**config.mk**
```make
export PLATFORM = sky130hd
export DESIGN_NAME = seven_seg_scan
export DESIGN_NICKNAME = d
export VERILOG_FILES = /design/src/rtl/seven_seg_pkg.sv /design/src/rtl/seven_seg_hex_decode.sv /design/src/rtl/seven_seg_scan.sv
export SDC_FILE = /design/constraint.sdc
export NUM_CORES = 1
export LEC_CHECK = 0
export ABC_AREA = 1
export ABC_CLOCK_PERIOD_IN_PS = 4310
export CORE_MARGIN = 3
export CORE_UTILIZATION = 40
export DETAILED_ROUTE_END_ITERATION = 7
export HOLD_SLACK_MARGIN = 0.05
export PLACE_DENSITY = 0.59
export RECOVER_POWER = 100
export SETUP_SLACK_MARGIN = 0.5
export SYNTH_ARGS = -nofsm -noshare
export SYNTH_HDL_FRONTEND = slang
export SYNTH_SLANG_ARGS = --single-unit
export TNS_END_PERCENT = 5
```
**constraint.sdc**
```tcl
create_clock -name clk -period 4.31 [get_ports clk]
set_input_delay 0.6465 -clock clk [delete_from_list [all_inputs] [get_ports clk]]
set_output_delay 0.6465 -clock clk [all_outputs]
set_load 0.03 [all_outputs]
```
**src/rtl/seven_seg_pkg.sv**
```systemverilog
// Shared types and glyph table for the front-panel seven-segment driver.
// Segment vectors are active-low with bit 0 = a through bit 6 = g.
package seven_seg_pkg;

    typedef logic [3:0] nibble_t;
    typedef logic [6:0] seg_t;

    localparam seg_t SEG_OFF = 7'h7F;

    // Active-low hex glyphs 0..F (A, b, C, d, E, F for the letters)
    localparam seg_t HEX_GLYPH [16] = '{
        7'h40, 7'h79, 7'h24, 7'h30,
        7'h19, 7'h12, 7'h02, 7'h78,
        7'h00, 7'h10, 7'h08, 7'h03,
        7'h46, 7'h21, 7'h06, 7'h0E
    };

endpackage

```
**src/rtl/seven_seg_hex_decode.sv**
```systemverilog
// Combinational nibble-to-glyph decoder with a dark override.
// Ports: nibble  - hex value to show
//        dark    - 1 forces every segment off
//        seg_c   - active-low segment pattern
module seven_seg_hex_decode
    import seven_seg_pkg::*;
(
    input  nibble_t nibble,
    input  logic    dark,
    output seg_t    seg_c
);

    always_comb begin
        seg_c = SEG_OFF;
        if (!dark) begin
            seg_c = HEX_GLYPH[nibble];
        end
    end

endmodule

```
**src/rtl/seven_seg_scan.sv**
```systemverilog
// Time-multiplexed seven-segment scanner with a double-buffered frame,
// per-digit blank/blink, leading-zero suppression and tear-free commit.
// Ports: clk, reset_n (async active-low)
//        digits_in/blank_in/blink_in - frame data captured on load
//        lz_suppress - live leading-zero suppression enable
//        load        - one-cycle capture strobe
//        load_ack    - pulse when the new frame becomes visible
//        frame_start - pulse on the first output cycle of digit 0
//        seg_n/an_n  - active-low segments and digit enables
module seven_seg_scan
    import seven_seg_pkg::*;
#(
    parameter int unsigned NUM_DIGITS   = 4,
    parameter int unsigned SCAN_DIV     = 50000,
    parameter int unsigned BLINK_FRAMES = 100
) (
    input  logic                    clk,
    input  logic                    reset_n,
    input  logic [4*NUM_DIGITS-1:0] digits_in,
    input  logic [NUM_DIGITS-1:0]   blank_in,
    input  logic [NUM_DIGITS-1:0]   blink_in,
    input  logic                    lz_suppress,
    input  logic                    load,
    output logic                    load_ack,
    output logic                    frame_start,
    output seg_t                    seg_n,
    output logic [NUM_DIGITS-1:0]   an_n
);

    localparam int unsigned IDX_W = (NUM_DIGITS > 1) ? $clog2(NUM_DIGITS) : 1;
    localparam int unsigned PRE_W = $clog2(SCAN_DIV);
    localparam int unsigned FRM_W = (BLINK_FRAMES > 1) ? $clog2(BLINK_FRAMES) : 1;

    logic [PRE_W-1:0]            pre_cnt;
    logic [IDX_W-1:0]            idx;
    logic [FRM_W-1:0]            frm_cnt;
    logic                        blink_phase;
    logic                        pend;
    logic                        wrap_q;
    logic                        ack_q;

    nibble_t [NUM_DIGITS-1:0]    act_nib;
    logic    [NUM_DIGITS-1:0]    act_blank;
    logic    [NUM_DIGITS-1:0]    act_blink;
    nibble_t [NUM_DIGITS-1:0]    pnd_nib;
    logic    [NUM_DIGITS-1:0]    pnd_blank;
    logic    [NUM_DIGITS-1:0]    pnd_blink;

    logic                        tick;
    logic                        frame_wrap;
    logic                        lz_run;
    logic    [NUM_DIGITS-1:0]    lz_dark;
    logic                        dark_c;
    seg_t                        glyph_c;
    logic    [NUM_DIGITS-1:0]    an_c;

    assign tick       = (pre_cnt == PRE_W'(SCAN_DIV - 1));
    assign frame_wrap = tick && (idx == IDX_W'(NUM_DIGITS - 1));

    // Prescaler and scan index
    always_ff @(posedge clk or negedge reset_n) begin
        if (!reset_n) begin
            pre_cnt <= '0;
            idx     <= '0;
        end else if (tick) begin
            pre_cnt <= '0;
            idx     <= frame_wrap ? '0 : idx + IDX_W'(1);
        end else begin
            pre_cnt <= pre_cnt + PRE_W'(1);
        end
    end

    // Blink half-period counter, advanced once per frame
    always_ff @(posedge clk or negedge reset_n) begin
        if (!reset_n) begin
            frm_cnt     <= '0;
            blink_phase <= 1'b0;
        end else if (frame_wrap) begin
            if (frm_cnt == FRM_W'(BLINK_FRAMES - 1)) begin
                frm_cnt     <= '0;
                blink_phase <= ~blink_phase;
            end else begin
                frm_cnt <= frm_cnt + FRM_W'(1);
            end
        end
    end

    // Double buffer: a load landing on the boundary bypasses the pending copy
    always_ff @(posedge clk or negedge reset_n) begin
        if (!reset_n) begin
            act_nib   <= '0;
            act_blank <= '0;
            act_blink <= '0;
            pnd_nib   <= '0;
            pnd_blank <= '0;
            pnd_blink <= '0;
            pend      <= 1'b0;
            ack_q     <= 1'b0;
            wrap_q    <= 1'b0;
        end else begin
            wrap_q <= frame_wrap;
            ack_q  <= frame_wrap && (load || pend);
            if (frame_wrap && load) begin
                act_nib   <= digits_in;
                act_blank <= blank_in;
                act_blink <= blink_in;
                pend      <= 1'b0;
            end else if (frame_wrap && pend) begin
                act_nib   <= pnd_nib;
                act_blank <= pnd_blank;
                act_blink <= pnd_blink;
                pend      <= 1'b0;
            end else if (load) begin
                pnd_nib   <= digits_in;
                pnd_blank <= blank_in;
                pnd_blink <= blink_in;
                pend      <= 1'b1;
            end
        end
    end

    // Leading-zero mask: dark from the top digit down to the first nonzero one
    always_comb begin
        lz_run  = lz_suppress;
        lz_dark = '0;
        for (int i = NUM_DIGITS - 1; i > 0; i--) begin
            lz_run     = lz_run & (act_blank[i] | (act_nib[i] == 4'h0));
            lz_dark[i] = lz_run;
        end
    end

    assign dark_c = act_blank[idx] | (act_blink[idx] & blink_phase) | lz_dark[idx];

    always_comb begin
        an_c = '1;
        for (int i = 0; i < NUM_DIGITS; i++) begin
            an_c[i] = (idx != IDX_W'(i));
        end
    end

    seven_seg_hex_decode u_decode (
        .nibble (act_nib[idx]),
        .dark   (dark_c),
        .seg_c  (glyph_c)
    );

    // Registered outputs; pulses are delayed one cycle to line up with digit 0
    always_ff @(posedge clk or negedge reset_n) begin
        if (!reset_n) begin
            seg_n       <= SEG_OFF;
            an_n        <= '1;
            load_ack    <= 1'b0;
            frame_start <= 1'b0;
        end else begin
            seg_n       <= glyph_c;
            an_n        <= an_c;
            load_ack    <= ack_q;
            frame_start <= wrap_q;
        end
    end

endmodule

```
Yosys cells after proc, flatten, opt, wreduce, memory -nomap -nowiden
Memories as Yosys holds them, arrays and structs flattened.
Index checks and enable logic that the tools add are counted.

storage, ports and cells
  flip-flop bits (word level) = 90
  memory bits (read-only) = 112
  input port bits = 28
  logic and storage cells = 84
  memories = 1

cells by class
  add/sub/neg operators = 3
  magnitude comparators = 2
  equality and inequality tests = 6
  muxes and demuxes = 23
  bitwise gates (word level) = 13
  reduce and logical (&&, ||, !) cells = 13

memory list
  memory            depth  bits a word  rd ports  clocked after memory_dff  write ports  line                        text
  (name not given)  16     7            1         0                         0            seven_seg_hex_decode.sv:16  seg_c = HEX_GLYPH[nibble];

operator list
  kind                     count
  $mux W16                 3
  $mux W7                  4
  $mux W4                  5
  $add A16 B1 Y16 const B  1
  $eq A16 B16 Y1 const B   1
  $logic_not A4 Y1         3
  $bmux W4 S2              1
  $add A7 B1 Y7 const B    1
  $eq A7 B7 Y1 const B     1
  $bmux W1 S2              3
  $mux W1                  6
  $ge A5 B5 Y1 const B     1
  $not A4 Y5               1
  $or A1 B1 Y1             5
  $and A1 B1 Y1            4
  $logic_and A1 B1 Y1      4
  $ne A2 B2 Y1 const B     2
  $reduce_bool A2 Y1       2
  $lt A2 B3 Y1 const B     1
  $not A1 Y1               3
  $reduce_and A3 Y1        1
  $reduce_bool A3 Y1       1
  $add A2 B1 Y2 const B    1
  $eq A2 B2 Y1 const B     1
  other kinds (4)          4

Longest topological paths before layout
Gate-level depths: netlist of the first run.

  depth in word-level cells = 9
  depth in mapped cells = 11
  mapped depth without buffers = 11

Hierarchy
A second synthesis of the first run with hierarchy kept.

unflattened totals
  cell total of the unflattened synthesis = 627
  area, all modules = 4,705.8 um2

modules (own cells, without submodules)
  module                instances  cells an instance  area each (um2)
  seven_seg_scan        1          574                4,401.7
  seven_seg_hex_decode  1          53                 304.0

Least setup slack after synthesis of the first run
OpenSTA, ideal clock, no wires.

  kind = input-to-reg
  from = input load
  to = register act_blank[0]
  setup time = 0.116 ns
  arrival = 1.548 ns
  required time = 4.194 ns
  slack = 2.646 ns
  cell stages on the path = 7
  path buffers = 2
  path through = buf_2 -> or2_2 -> nand4_2 -> buf_2 -> nor2_1 -> nand2_1 -> nand2_1

on the way
  longest elaborated chain between the ends = 2
  elaborated cells on any way between the ends = 3
  those cells by class = 1 x mux; 2 x reduce/logical

RTL lines
  item                                                  line                   text
  from (decl)                                           seven_seg_scan.sv:23   input logic load,
  $logic_and A1 B1 Y1 (*)                               seven_seg_scan.sv:103  if (frame_wrap && load) begin
  $mux W4 / $reduce_bool A2 Y1 (equally long branches)  --
  to (signal assigned)                                  seven_seg_scan.sv:105  act_blank <= blank_in;
  to (signal assigned)                                  seven_seg_scan.sv:110  act_blank <= pnd_blank;
  to (decl)                                             seven_seg_scan.sv:43   logic [NUM_DIGITS-1:0] act_blank;

Every way passes the cells marked *; elsewhere a longest branch is shown, timed or not.
A chain may end at the register's enable or synchronous reset.

Final worst setup path of the first run
  from = input load
  to = register act_nib[0] in the netlist's numbering

on the way
  longest elaborated chain between the ends = 2
  elaborated cells on any way between the ends = 3
  those cells by class = 1 x mux; 2 x reduce/logical

RTL lines
  item                                                   line                   text
  $logic_and A1 B1 Y1 (*)                                seven_seg_scan.sv:103
  $mux W16 / $reduce_bool A2 Y1 (equally long branches)  --
  to (signal assigned)                                   seven_seg_scan.sv:104  act_nib <= digits_in;
  to (signal assigned)                                   seven_seg_scan.sv:109  act_nib <= pnd_nib;
  to (decl)                                              seven_seg_scan.sv:42   nibble_t [NUM_DIGITS-1:0] act_nib;

Marked as above.

==> impl_metrics.yaml, run 1 <==
setup_path:
  worst_ep_required_time_ps: 4540
  arrival_ps: 3360
  r2r_slack_ps: 1210
  cp-start-kind: "input port"
  cp_max_fo: 29
  worstRegToRegCells: 7
  timing.rr.start: "pre_cnt[0]"
  r2r-end: "pnd_nib[5]"
  critPathKind: "in -> reg"
  startpoint: "load"
  endpoint_kind: "flip-flop"
  crit_path_end: "act_nib[0]"
floorplanning:
  ios: 41
  dieWidth_um: 115
  core_area_sq_um: 11500
  die_area_sq_um: 13100
  start_util_pct: 41.1
  core.rowCount: 39
  die_h_um: 115
synth:
  synth.cell_area_sq_um: 4710
  syn-num-nets: 684
  yosys_warnings: 0
  syn_avg_cell_area_sq_um: 7.32
  yosysTopAreaCell: "dfrtp_1"
  synth_top_cells_by_area: "dfrtp_1 42%, nand2_1 19%, nor2_1 6.7%"
  ys_ff_latch: 90
  synth-seq-area-share_pct: 48.1
  synth_cell_type_count: 28
  synth_top_area_share_pct: 41.9
  synthCells: 644
hold_path:
  hold_path_class: "reg -> reg"
  whs_path_depth: 0
clock_network:
  holdBufCountCts: 0
  cts_tree: "done"
  clkSinkCount: 90
  cts_buffer_depth: 2
  cts_made_buffers: 9
  post_cts_buffers: 0
  clkTransAtPathRegs_ps: 60
  cts.htree.levels: 3
  insertion_delay_ps: 340
  cts_resized: 0
  clockRootBuffer: "clkbuf_16"
power_and_ir_drop:
  swShare_pct: 23.0
  p_seq_share_pct: 51.3
  power.clock.fraction_pct: 42.8
  switchingPower_w: 0.000392
  leakage_nw: 2.98
  p_int_w: 0.00131
  combPwrFrac_pct: 5.9
  power.total_w: 0.00171
  vdd_drop_max_mv: 0.216
  powerDensity_nw_per_um2: 313
sta:
  rsz0062_at_grt: "no"
  worst_pin_slew_ps: 1600
  fin_tns_setup_ps: 0
  worst_hold_slack_ps: 352
  fin_crit_sh_pct: 72.7
  setup_viol: 0
  setup_slack_ps: 1180
  worst_clock_skew_ps: 4.19
  fin_crit_ps: 3130
  relSlewSlack_pct: -6.45
  drv_slew: 31
  hold_viol: 0
  max_freq_mhz: 319
route:
  drt_iter0_drc: 215
  finalWirelength_um: 9780
  vias_per_cell: 4.66
  wire_per_inst_um: 11.8
  drtPass1Iterations: 5
  via_count: 3851
  drc: 0
  ant_nets: 0
placed_design:
  hpwlAfterDp_um: 6870
  gp_congestion: 0.846
  io_buffers: 40
  dp_slack_ps: 1600
  dpl.cell_count: 811
global_routing:
  first_global_vias: 3671
  grt_pass1_wl_um: 17200
  globalRouteOverflowTotal: 0
  antenna_found_initial: 0
  grt_max_degree: 62
  groute.usage.overall_pct: 16.2
cells_and_area:
  fill_cells: 1168
  final_common_cell: "nand2_1"
  area_growth_pct: 15.5
  nets: 719
  layout_common_cells: "241 x nand2_1, 85 x nor2_1, 81 x inv_1"
  stdcell_count: 827
  drive_above_1_share_pct: 4.97
  n_antenna_cell: 0
run:
  maxCapViolCount: 1
status:
  failed_checks: "max-capacitance violations, max-slew violations"
  status: "complete, but fails checks"
[logic make-up (layout without fill, tap and decap cells)]
group,count (synthesis),in the layout,share of synthesized area [%]
AND/OR/NAND/NOR,403,403,35.1
adder cells (fa/ha/maj),12,12,3.18
buffers and inverters,102,142,8.92
XOR/XNOR,10,10,1.86
AO/OA/AOI/OAI,27,27,2.87
flip-flops,90,90,48.1
[state kept, by name (all words and copies together) (netlist names), 2 cells and up]
| signal | count |
|---|---|
| act_nib | 16 |
| pnd_nib | 16 |
| pre_cnt | 16 |
| frm_cnt | 7 |
| seg_n | 7 |
| act_blank | 4 |
| act_blink | 4 |
| an_n | 4 |
| pnd_blank | 4 |
| pnd_blink | 4 |
| idx | 2 |
[cells in the mapped netlist (all sizes together)]
library cell / n
ha: 12
nor2: 86
xor2: 7
nand2: 243
clkbuf: 3
or2: 2
nor3: 7
dfrtp: 79
a21oi: 5
dfstp: 11
o21ai: 22
nand3: 58
and3: 1
xnor2: 3
nand3b: 1
buf: 16
inv: 83
nand4: 5
[worst min path at each step]
stage | from | endpoint | slack [ps]
floorplan | wrap_q | frame_start | 330
global placement | ack_q | load_ack | 340
detailed placement | ack_q | load_ack | 340
CTS | ack_q | load_ack | 360
global route | wrap_q | frame_start | 360
finish | wrap_q | frame_start | 350
[power groups by stage]
| stage | Clock (W) | Combinational, W | Sequential, W |
|---|---|---|---|
| detailed placement | 0 | 0.000103 | 0.000890 |
| finish | 0.000730 | 0.000100 | 0.000876 |
| floorplan | 0 | 0.0000486 | 0.000888 |
| global route | 0.000793 | 0.000117 | 0.000877 |
| global placement | 0 | 0.000103 | 0.000890 |
| CTS | 0.000756 | 0.000104 | 0.000875 |
[critical path, stage by stage]
cell and delay, ps:
dlygate4sd3_1 660, or2_2 360, nand4_1 510, clkbuf_1 920, nor2_1 80, nand2_1 110, nand2_1 60
[stage by stage]
| step | area [sq um] | util (%) |
|---|---|---|
| finish | 5450 | 47.5 |
| global route | 5450 | 47.5 |
| CTS | 5480 | 47.8 |
| detailed placement | 5200 | 45.4 |
| global placement | 5200 | 45.4 |
| floorplan | 4710 | - |
[routing by layer]
| metal | GRT usage (%) | wire (um) |
|---|---|---|
| met3 | 2.70 | 416 |
| met5 | 0 | 0 |
| met1 | 23.6 | 4920 |
| met2 | 23.5 | 4190 |
| met4 | 7.68 | 245 |
[layout make-up]
| class | count | area, sq um | share of cell area [%] |
|---|---|---|---|
| sequential | 90 | 2270 | 41.6 |
| multi-input combinational | 452 | 2000 | 36.8 |
| timing repair buffer | 43 | 413 | 7.58 |
| inverter | 83 | 312 | 5.72 |
| clock buffer | 12 | 246 | 4.53 |
| tap | 143 | 179 | 3.29 |
| clock inverter | 4 | 27.5 | 0.505 |
(Power assumes the default switching activity.)
==> inputs of run 2 (changes only) <==
Settings changed: ABC_CLOCK_PERIOD_IN_PS 4310 to 2850, PLACE_DENSITY 0.59 to 0.61.
Clock period 4.31 ns to 2.85 ns, I/O delays scaled along.
==> impl_metrics.yaml, run 2 (synthesis results as in run 1) <==
run:
  maxCapViolCount: 0
sta:
  rsz0062_at_grt: "no"
  relSlewSlack_pct: 21.5
  fin_tns_setup_ps: 0
  worst_clock_skew_ps: 7.29
  worst_hold_slack_ps: 290
  setup_slack_ps: 589
  worst_pin_slew_ps: 1180
  fin_crit_sh_pct: 79.3
  max_freq_mhz: 442
  drv_slew: 0
  fin_crit_ps: 2260
  hold_viol: 0
  setup_viol: 0
setup_path:
  critPathKind: "reg -> reg"
  path_delay_family: "simple AND/OR/NAND/NOR gates"
  slowest_delay_ps: 450
  path_buf_inv: 1
  cp_common_cell: "nand3_1"
  cp-start-kind: "flip-flop"
  crit_path_top_delay_cell: "clkbuf_2"
  r2r-end: "pnd_nib[0]"
  endpoint_kind: "flip-flop"
  r2r_slack_ps: 590
  cp_max_fo: 23
  worstRegToRegCells: 7
  worst_ep_required_time_ps: 3070
  arrival_ps: 2490
  crit_path_cell_trace: "ha_1 > nand3_1 > nor2_1 > nand3_1 > clkbuf_2 > nand3_1 > nand2_1"
  timing.rr.start: "pre_cnt[0]"
placed_design:
  dp_slack_ps: 580
  hpwlAfterDp_um: 6790
  post_dp_cell_area_sq_um: 5230
  io_buffers: 40
  gp_congestion: 0.856
global_routing:
  grt_max_degree: 50
  groute.usage.overall_pct: 16.3
  antenna_found_initial: 0
  globalRouteOverflowTotal: 0
  grt_pass1_wl_um: 17300
  first_global_vias: 3715
floorplanning:
  core_area_sq_um: 11500
  die_h_um: 115
  core.rowCount: 39
  start_util_pct: 41.1
  dieWidth_um: 115
  ios: 41
  die_area_sq_um: 13100
route:
  vias_per_cell: 4.75
  drt_iter0_drc: 186
  drc: 0
  ant_nets: 0
  finalWirelength_um: 9940
  wire_per_inst_um: 12.0
  via_count: 3935
  drtPass1Iterations: 4
cells_and_area:
  n_antenna_cell: 0
  nets: 720
  regArea_sq_um: 2270
  fill_cells: 1163
  multi_input_area_sq_um: 2020
  drive_above_1_share_pct: 5.84
  layout_common_cells: "241 x nand2_1, 85 x nor2_1, 81 x inv_1"
  final_common_cell: "nand2_1"
  fin_area_sq_um: 5490
  area_growth_pct: 16.4
  top_regs: "act_nib x16, pnd_nib x16, pre_cnt x16"
clock_network:
  cts.htree.levels: 3
  cts_made_buffers: 9
  cts_resized: 0
  holdBufCountCts: 0
  cts_tree: "done"
  clkTransAtPathRegs_ps: 60
  post_cts_buffers: 0
  clockRootBuffer: "clkbuf_16"
  cts_buffer_depth: 2
  insertion_delay_ps: 340
  clkSinkCount: 90
status:
  status: "complete, no violations"
power_and_ir_drop:
  vdd_drop_max_mv: 0.218
  leakage_nw: 3.02
  powerDensity_nw_per_um2: 485
hold_path:
  hold_path_class: "in -> async"
run 2: cell count changes in the layout (fill, tap and decap cells not counted):
| cell | previous run | this run |
|---|---|---|
| clkdlybuf4s50_1 | 25 | 26 |
| nand4_2 | 0 | 2 |
| clkinvlp_4 | 3 | 0 |
| dlygate4sd3_1 | 14 | 13 |
| bufinv_16 | 0 | 1 |
| nand4_1 | 5 | 3 |
| clkinv_2 | 1 | 3 |
| clkbuf_1 | 4 | 1 |
| buf_4 | 2 | 1 |
| clkbuf_2 | 0 | 4 |
| clkinv_4 | 0 | 1 |
run 2: final cells by class:
type | count | share of cell area [%]
Sequential cell | 90 | 41.3
Clock inverter | 5 | 0.981
Inverter | 83 | 5.68
Timing Repair Buffer | 44 | 7.62
Tap cell | 143 | 3.26
Clock buffer | 11 | 4.42
Multi-Input combinational cell | 452 | 36.7
run 2: how the worst max path moves through the flow:
stage | to | cells past startpoint | slack (ps) | from
finish | pnd_nib[0] | 7 | 590 | pre_cnt[0]
global placement | act_nib[7] | 6 | 630 | load
global route | act_blank[0] | 8 | 330 | pre_cnt[0]
floorplan | seg_n[3] | 9 | 1250 | idx[0]
CTS | act_nib[7] | 5 | 710 | idx[0]
detailed placement | act_nib[7] | 6 | 580 | load
run 2: report_power, final:
group | total [W] | switching, W | internal, W
Clock | 0.00119 | 0.000486 | 0.000701
Sequential | 0.00132 | 0.0000156 | 0.00131
Combinational | 0.000152 | 0.0000881 | 0.0000641
run 2: worst reg2reg max path, stage by stage (launching register included):
cell and delay (ps):
dfrtp_1 370, ha_1 190, nand3_1 180, nor2_1 330, nand3_1 380, clkbuf_2 450, nand3_1 190, nand2_1 70
run 2: metrics by stage:
stage               cells  total power [W]  util [%]
floorplan             644          0.00142         -
global placement      812          0.00150      45.6
detailed placement    812          0.00151      45.6
CTS                   828          0.00270      48.2
global route          828          0.00277      47.8
finish                828          0.00266      47.8
run 2: metal layers:
| layer | track usage (%) | routed length [um] | up-vias |
|---|---|---|---|
| met5 | 0 | 0 | - |
| met4 | 6.73 | 172 | 0 |
| met3 | 2.38 | 453 | 11 |
| met2 | 25.2 | 4390 | 75 |
| met1 | 22.8 | 4930 | 1817 |
| li1 | - | - | 2032 |
==> inputs of run 3 (changes only) <==
Settings changed: ABC_CLOCK_PERIOD_IN_PS 2850 to 2300, PLACE_DENSITY 0.61 to 0.59.
Clock period 2.85 ns to 2.3 ns, I/O delays scaled along.
==> impl_metrics.yaml, run 3 (synthesis results as in run 1) <==
power_and_ir_drop:
  powerDensity_nw_per_um2: 629
  leakage_nw: 3.07
  vdd_drop_max_mv: 0.426
cells_and_area:
  final_common_cell: "nand2_1"
  drive_above_1_share_pct: 7.22
  top_regs: "act_nib x16, pnd_nib x16, pre_cnt x16"
  layout_common_cells: "241 x nand2_1, 85 x nor2_1, 79 x inv_1"
  area_growth_pct: 19.3
  final_util_pct: 49.0
  n_antenna_cell: 0
  nets: 728
  fill_cells: 1140
sta:
  relSlewSlack_pct: 38.1
  hold_viol: 0
  rsz0062_at_grt: "yes"
  worst_clock_skew_ps: 7.54
  fin_tns_setup_ps: 0
  setup_slack_ps: 358
  worst_pin_slew_ps: 929
  fin_crit_ps: 1940
  drv_slew: 0
  setup_viol: 0
  max_freq_mhz: 515
  fin_crit_sh_pct: 84.4
global_routing:
  groute.usage.overall_pct: 16.7
  globalRouteOverflowTotal: 0
  grt_use_met3_pct: 3.12
  globalRoute.busiestLayer: "met2"
  first_global_vias: 3765
  grt_util_met2_pct: 25.5
  antenna_found_initial: 0
  grt_max_degree: 67
  grt_use_met1_pct: 23.0
  grt_pass1_wl_um: 17500
setup_path:
  crit_path_cell_trace: "dlygate4sd3_1"
  arrival_ps: 1600
  endpoint_kind: "primary output"
  cp-start-kind: "flip-flop"
  crit_path_top_delay_cell: "dlygate4sd3_1"
  path_delay_family: "buffers and inverters"
  worst_ep_required_time_ps: 1960
  slowest_delay_ps: 730
  path_buf_inv: 1
  cp_max_fo: 1
  critPathKind: "reg -> out"
route:
  wire_per_inst_um: 11.9
  finalWirelength_um: 9980
  vias_per_cell: 4.66
  drt_iter0_drc: 194
  via_count: 3896
  ant_nets: 0
  drc: 0
  drtPass1Iterations: 4
floorplanning:
  start_util_pct: 41.1
  die_area_sq_um: 13100
  core_area_sq_um: 11500
  ios: 41
  dieWidth_um: 115
  die_h_um: 115
  core.rowCount: 39
clock_network:
  clkTransAtPathRegs_ps: 60
  insertion_delay_ps: 350
  clockRootBuffer: "clkbuf_16"
  cts_tree: "done"
  clkSinkCount: 90
  cts_buffer_depth: 2
  cts.htree.levels: 3
  cts_made_buffers: 9
placed_design:
  dp_slack_ps: 267
  hpwlAfterDp_um: 6830
  io_buffers: 40
  gp_congestion: 0.887
status:
  status: "complete, no violations"
hold_path:
  hold_path_class: "reg -> reg"
run:
  maxCapViolCount: 0
## run 3: what timing repair did
action,4_1_cts,5_1_grt
endpoints found under the hold margin,14,0
buffers inserted,0,4
hold buffers,1,0
resized for setup,1,6
endpoints found under the setup margin,41,43
## run 3: power by group
| group | internal [W] | leakage [nW] | switching [W] | total [W] |
|---|---|---|---|---|
| Sequential | 0.00162 | 1.15 | 0.0000187 | 0.00164 |
| Clock | 0.00107 | 0.167 | 0.000639 | 0.00171 |
| Combinational | 0.0000816 | 1.75 | 0.000108 | 0.000189 |
## run 3: stage by stage
stage          total power [W]  instance area [sq um]  hold WS (ps)  std cells
3_3_place_gp           0.00186                   5260           271        815
2_1_floorplan          0.00176                   4710          49.4        644
6_report               0.00354                   5620           350        836
3_5_place_dp           0.00186                   5260           273        815
4_1_cts                0.00360                   5620           353        832
5_1_grt                0.00370                   5620           366        836
## run 3: final timing paths
path	start	to	slack, ps	cells past startpoint
min in group asynchronous	reset_n	pre_cnt[13]	430	2
min	ack_q	load_ack	350	0
max	an_n[2]	an_n[2]	360	1
max reg2reg	pre_cnt[0]	act_nib[13]	400	9
max in group asynchronous	reset_n	idx[0]	570	3
min reg2reg	ack_q	load_ack	350	0
## run 3: final cells by class
class / count / area, sq um / area share, %
Clock buffer: 9 / 225 / 4.00
Timing Repair Buffer: 52 / 493 / 8.77
Clock inverter: 7 / 124 / 2.20
Sequential cell: 90 / 2270 / 40.3
Inverter: 83 / 314 / 5.58
Tap cell: 143 / 179 / 3.18
Multi-Input combinational cell: 452 / 2020 / 36.0
## run 3: layer usage
metal / share of wire, % / wire [um]
met5: 0 / 0
met4: 1.6 / 164
met3: 3.5 / 348
met2: 44 / 4390
met1: 51 / 5080
==> RTL change 1: new RTL, config.mk and constraints of run 2 <==
Change the parameter `SCAN_DIV` from 50000 to 25000.
--- a/src/rtl/seven_seg_scan.sv
+++ b/src/rtl/seven_seg_scan.sv
@@ -11,7 +11,7 @@
     import seven_seg_pkg::*;
 #(
     parameter int unsigned NUM_DIGITS   = 4,
-    parameter int unsigned SCAN_DIV     = 50000,
+    parameter int unsigned SCAN_DIV     = 25000,
     parameter int unsigned BLINK_FRAMES = 100
 ) (
     input  logic                    clk,
Check against the original RTL: same outputs for any inputs over 10 cycles, from zero or initial values and one cycle with reset_n low; that may be too few to reach the edited logic, so the function may still have changed.
==> RTL change 1 against run 2 <==
  * The flow now finishes with violations (max-capacitance violations, max-slew violations)
  * Clock skew about the same
  * Sequential share of layout area fell by 0.28 points
  * Via count shrank 0.15%
  * Fmax rose by 2.7%
  * Total power fell by 1.7%
  * Synthesized area shrank 0.64%
  * Cell area decreased by 0.43%
  * Core utilization is 1.3 points higher
  * Die area decreased by 0.60%
  * Worst setup slack improved by 0.059 ns
  * Routed wire length decreased by 1.6%
  * Sequential cell count is 1 lower
  * Critical endpoint is now pnd_blank[1]$_DFFE_PN0P_
  * Largest power group unchanged
  * Highest routed layer unchanged
==> RTL change 1: results <==
sta:
  worst_slew_pin_slew_ns: 2.055
  clock_skew_ns: 0.007703
  hold_ws_ns: 0.3494
  maxSlewViolCount: 83
  post-route-min-period_ns: 2.203
min_path:
  hp-start: "ack_q$_DFF_PN0_"
  hp-class: "flip-flop to flip-flop"
synthesis:
  yosys-top-cells-area: "dfrtp_1, nand2_1, nor2_1, nand3_1, inv_1"
  ys_seq_area_frac: 0.4784
  avgSynthCellArea_um2: 7.252
  ys_top_cells_by_count: "nand2_1, nor2_1, inv_1, dfrtp_1, nand3_1"
  syn_nets: 686
  yosysUniqueCellTypes: 23
run:
  maxCapViolations: 1
global_routing:
  grtUsageTotal: 0.1637
  grt_max_degree: 83
  grt_pass1_wl_um: 17220
  grt_pass1_vias: 3768
power:
  ir_worst_vdd_mv: 0.2614
  p_leak_nw: 2.965
  p_int_mw: 2.060
  power.share.sequential: 0.501
status:
  status: "finished with violations"
  violations: "max-capacitance violations, max-slew violations"
setup_path:
  critPathLaunch: "pre_cnt[8]$_DFF_PN0_"
  cp-endpoint: "pnd_blank[1]$_DFFE_PN0P_"
  path_max_fanout: 27
  slowest_stage: "nand2_2"
  reg2reg_depth: 10
final_layout:
  largestRegisters: "act_nib x16, pnd_nib x16, pre_cnt x15"
  final_nets: 723
placed_design:
  place_area_um2: 5192
  place_ws_ns: 0.7665
  place_hpwl_um: 6662
  gp_congestion: 0.8225
clocking:
  htree_levels: 3
detailed_routing:
  wirelength_um: 9781
  vias_per_cell: 4.745
  drt_iter0_markers: 180
==> RTL change 1: cell families after synthesis <==
kind of cell,Yosys count,share of synthesized area
AND/OR/NAND/NOR,405,0.3536
buffers and inverters,105,0.09162
flip-flops,89,0.4784
AO/OA/AOI/OAI,27,0.02938
adder cells (fa/ha/maj),12,0.03205
XOR/XNOR,8,0.01496
==> RTL change 1: area by class of cell <==
type                       instances  area [µm²]
fill                            1122        5663
sequential                        89        2241
multi-input combinational        452        2007
timing repair buffer              46       430.4
inverter                          85       319.1
clock buffer                      13       250.2
tap                              140       175.2
clock inverter                     3       40.04
==> RTL change 1: metal layers <==
| layer | GRT usage | share of wire |
|---|---|---|
| met3 | 0.03013 | 0.036 |
| met2 | 0.2615 | 0.45 |
| met4 | 0.07284 | 0.018 |
| met5 | 0 | 0 |
| met1 | 0.2174 | 0.50 |
==> RTL change 2: new RTL, flow settings as in run 2 <==
Without the edit above. Make the reset (`reset_n`) synchronous in 4 clocked blocks. Comments in the files are not updated.
--- a/src/rtl/seven_seg_scan.sv
+++ b/src/rtl/seven_seg_scan.sv
@@ -58,7 +58,7 @@
     assign frame_wrap = tick && (idx == IDX_W'(NUM_DIGITS - 1));
 
     // Prescaler and scan index
-    always_ff @(posedge clk or negedge reset_n) begin
+    always_ff @(posedge clk) begin
         if (!reset_n) begin
             pre_cnt <= '0;
             idx     <= '0;
@@ -71,7 +71,7 @@
     end
 
     // Blink half-period counter, advanced once per frame
-    always_ff @(posedge clk or negedge reset_n) begin
+    always_ff @(posedge clk) begin
         if (!reset_n) begin
             frm_cnt     <= '0;
             blink_phase <= 1'b0;
@@ -86,7 +86,7 @@
     end
 
     // Double buffer: a load landing on the boundary bypasses the pending copy
-    always_ff @(posedge clk or negedge reset_n) begin
+    always_ff @(posedge clk) begin
         if (!reset_n) begin
             act_nib   <= '0;
             act_blank <= '0;
@@ -145,7 +145,7 @@
     );
 
     // Registered outputs; pulses are delayed one cycle to line up with digit 0
-    always_ff @(posedge clk or negedge reset_n) begin
+    always_ff @(posedge clk) begin
         if (!reset_n) begin
             seg_n       <= SEG_OFF;
             an_n        <= '1;
Check against the original RTL: differs if reset_n is asserted again (counterexample within 4 cycles, from zero or initial values and one cycle with reset_n low); with reset_n held inactive, the same outputs for 10 cycles.
==> RTL change 2 against run 2 <==
  * Core utilization is 0.14 points lower
  * Routed wire length up 0.73%
  * Largest power group unchanged
  * Sequential cell count did not move
  * Synthesized area down 2.6%
  * Cell area fell by 4.1%
  * Total power rose by 1.6%
  * Final cell count is 3.3% higher
  * Count of clock-buffer cells in the layout up 2
  * Global-route usage barely moved
  * Critical path depth fell by 2
  * Critical endpoint is now pnd_nib[5]$_SDFFE_PN0P_
  * Worst setup slack lost 0.079 ns
==> RTL change 2: results <==
placed_design:
  place_area_um2: 5037
  place_ws_ns: 0.4710
  place_hpwl_um: 7005
  gp_congestion: 0.8529
power:
  ir_worst_vdd_mv: 0.3901
  p_leak_nw: 2.475
  power_mw: 2.705
  comb-power_mw: 0.181
  p_int_mw: 2.118
global_routing:
  grtUsageMet2: 0.2658
  grt_pass1_vias: 3814
  grtUsageTotal: 0.1621
  grtUsageMet3: 0.03797
  grt_pass1_wl_um: 16950
  grt_use_met1: 0.2043
sta:
  clock_skew_ns: 0.004468
  slew_headroom: 0.4106
  post-route-min-period_ns: 2.340
min_path:
  hp-class: "flip-flop to flip-flop"
  hp-start: "wrap_q$_SDFF_PN0_"
  holdPathEnd: "frame_start$_SDFF_PN0_"
synthesis:
  yosysUniqueCellTypes: 34
  ys_async_sr_fraction: 0
  yosys-top-cells-area: "dfxtp_1, nand2_1, inv_1, a21oi_1, nor2_1"
  ys_seq_area_frac: 0.3924
  syn_nets: 722
  ys_top_cells_by_count: "nand2_1, inv_1, dfxtp_1, a21oi_1, nor2_1"
clocking:
  cts_buffers: 9
  cts-resized-gates: 1
setup_path:
  rr_startpoint: "idx[0]$_SDFFE_PN0P_"
  reg2reg_depth: 5
  max_stage_delay_ns: 0.81
  crit_family: "flip-flops"
  reg2reg_slack_ns: 0.51
  arrival_ns: 2.57
  path_max_fanout: 26
  critPathLaunch: "idx[0]$_SDFFE_PN0P_"
  r2r_end: "pnd_nib[5]$_SDFFE_PN0P_"
  slowest_stage: "dfxtp_1"
detailed_routing:
  wirelength_um: 10020
  drt_first_pass_iters: 5
  vias_per_cell: 4.792
  drt_iter0_markers: 319
status:
  status: "finished clean"
final_layout:
  final_nets: 751
  final_util: 0.4771
  layout-drive-gt1-share: 0.04755
  fillerInstances: 1176
RTL change 2: cells by family after synthesis:
family / Yosys count / share of synthesized area
and+or+nand+nor: 307 / 0.2782
buffers and inverters: 137 / 0.1251
AOI/OAI and AO/OA: 129 / 0.1583
DFF: 90 / 0.3924
adders and majority gates: 12 / 0.03270
xor gates and xnor gates: 7 / 0.01335
RTL change 2: per-layer routing:
layer	up-vias	routed length, µm
li1	2172	-
met1	1845	4782
met2	69	4649
met3	11	417
met4	0	167
met5	-	0
RTL change 2: area by class of cell:
class                           count  area share
Multi-Input combinational cell    455      0.4063
Sequential cell                    90      0.3426
Timing Repair Buffer               44     0.08012
Inverter                          111     0.07965
Clock buffer                       13     0.05136
Tap cell                          140     0.03329
Clock inverter                      2    0.006657
RTL change 2: through the flow:
stage,cells,hold WS (ns)
after floorplan,682,0.3905
after global placement,840,0.4091
after detailed placement,840,0.4123
after CTS,855,0.4229
after global routing,855,0.4581
final,855,0.4318
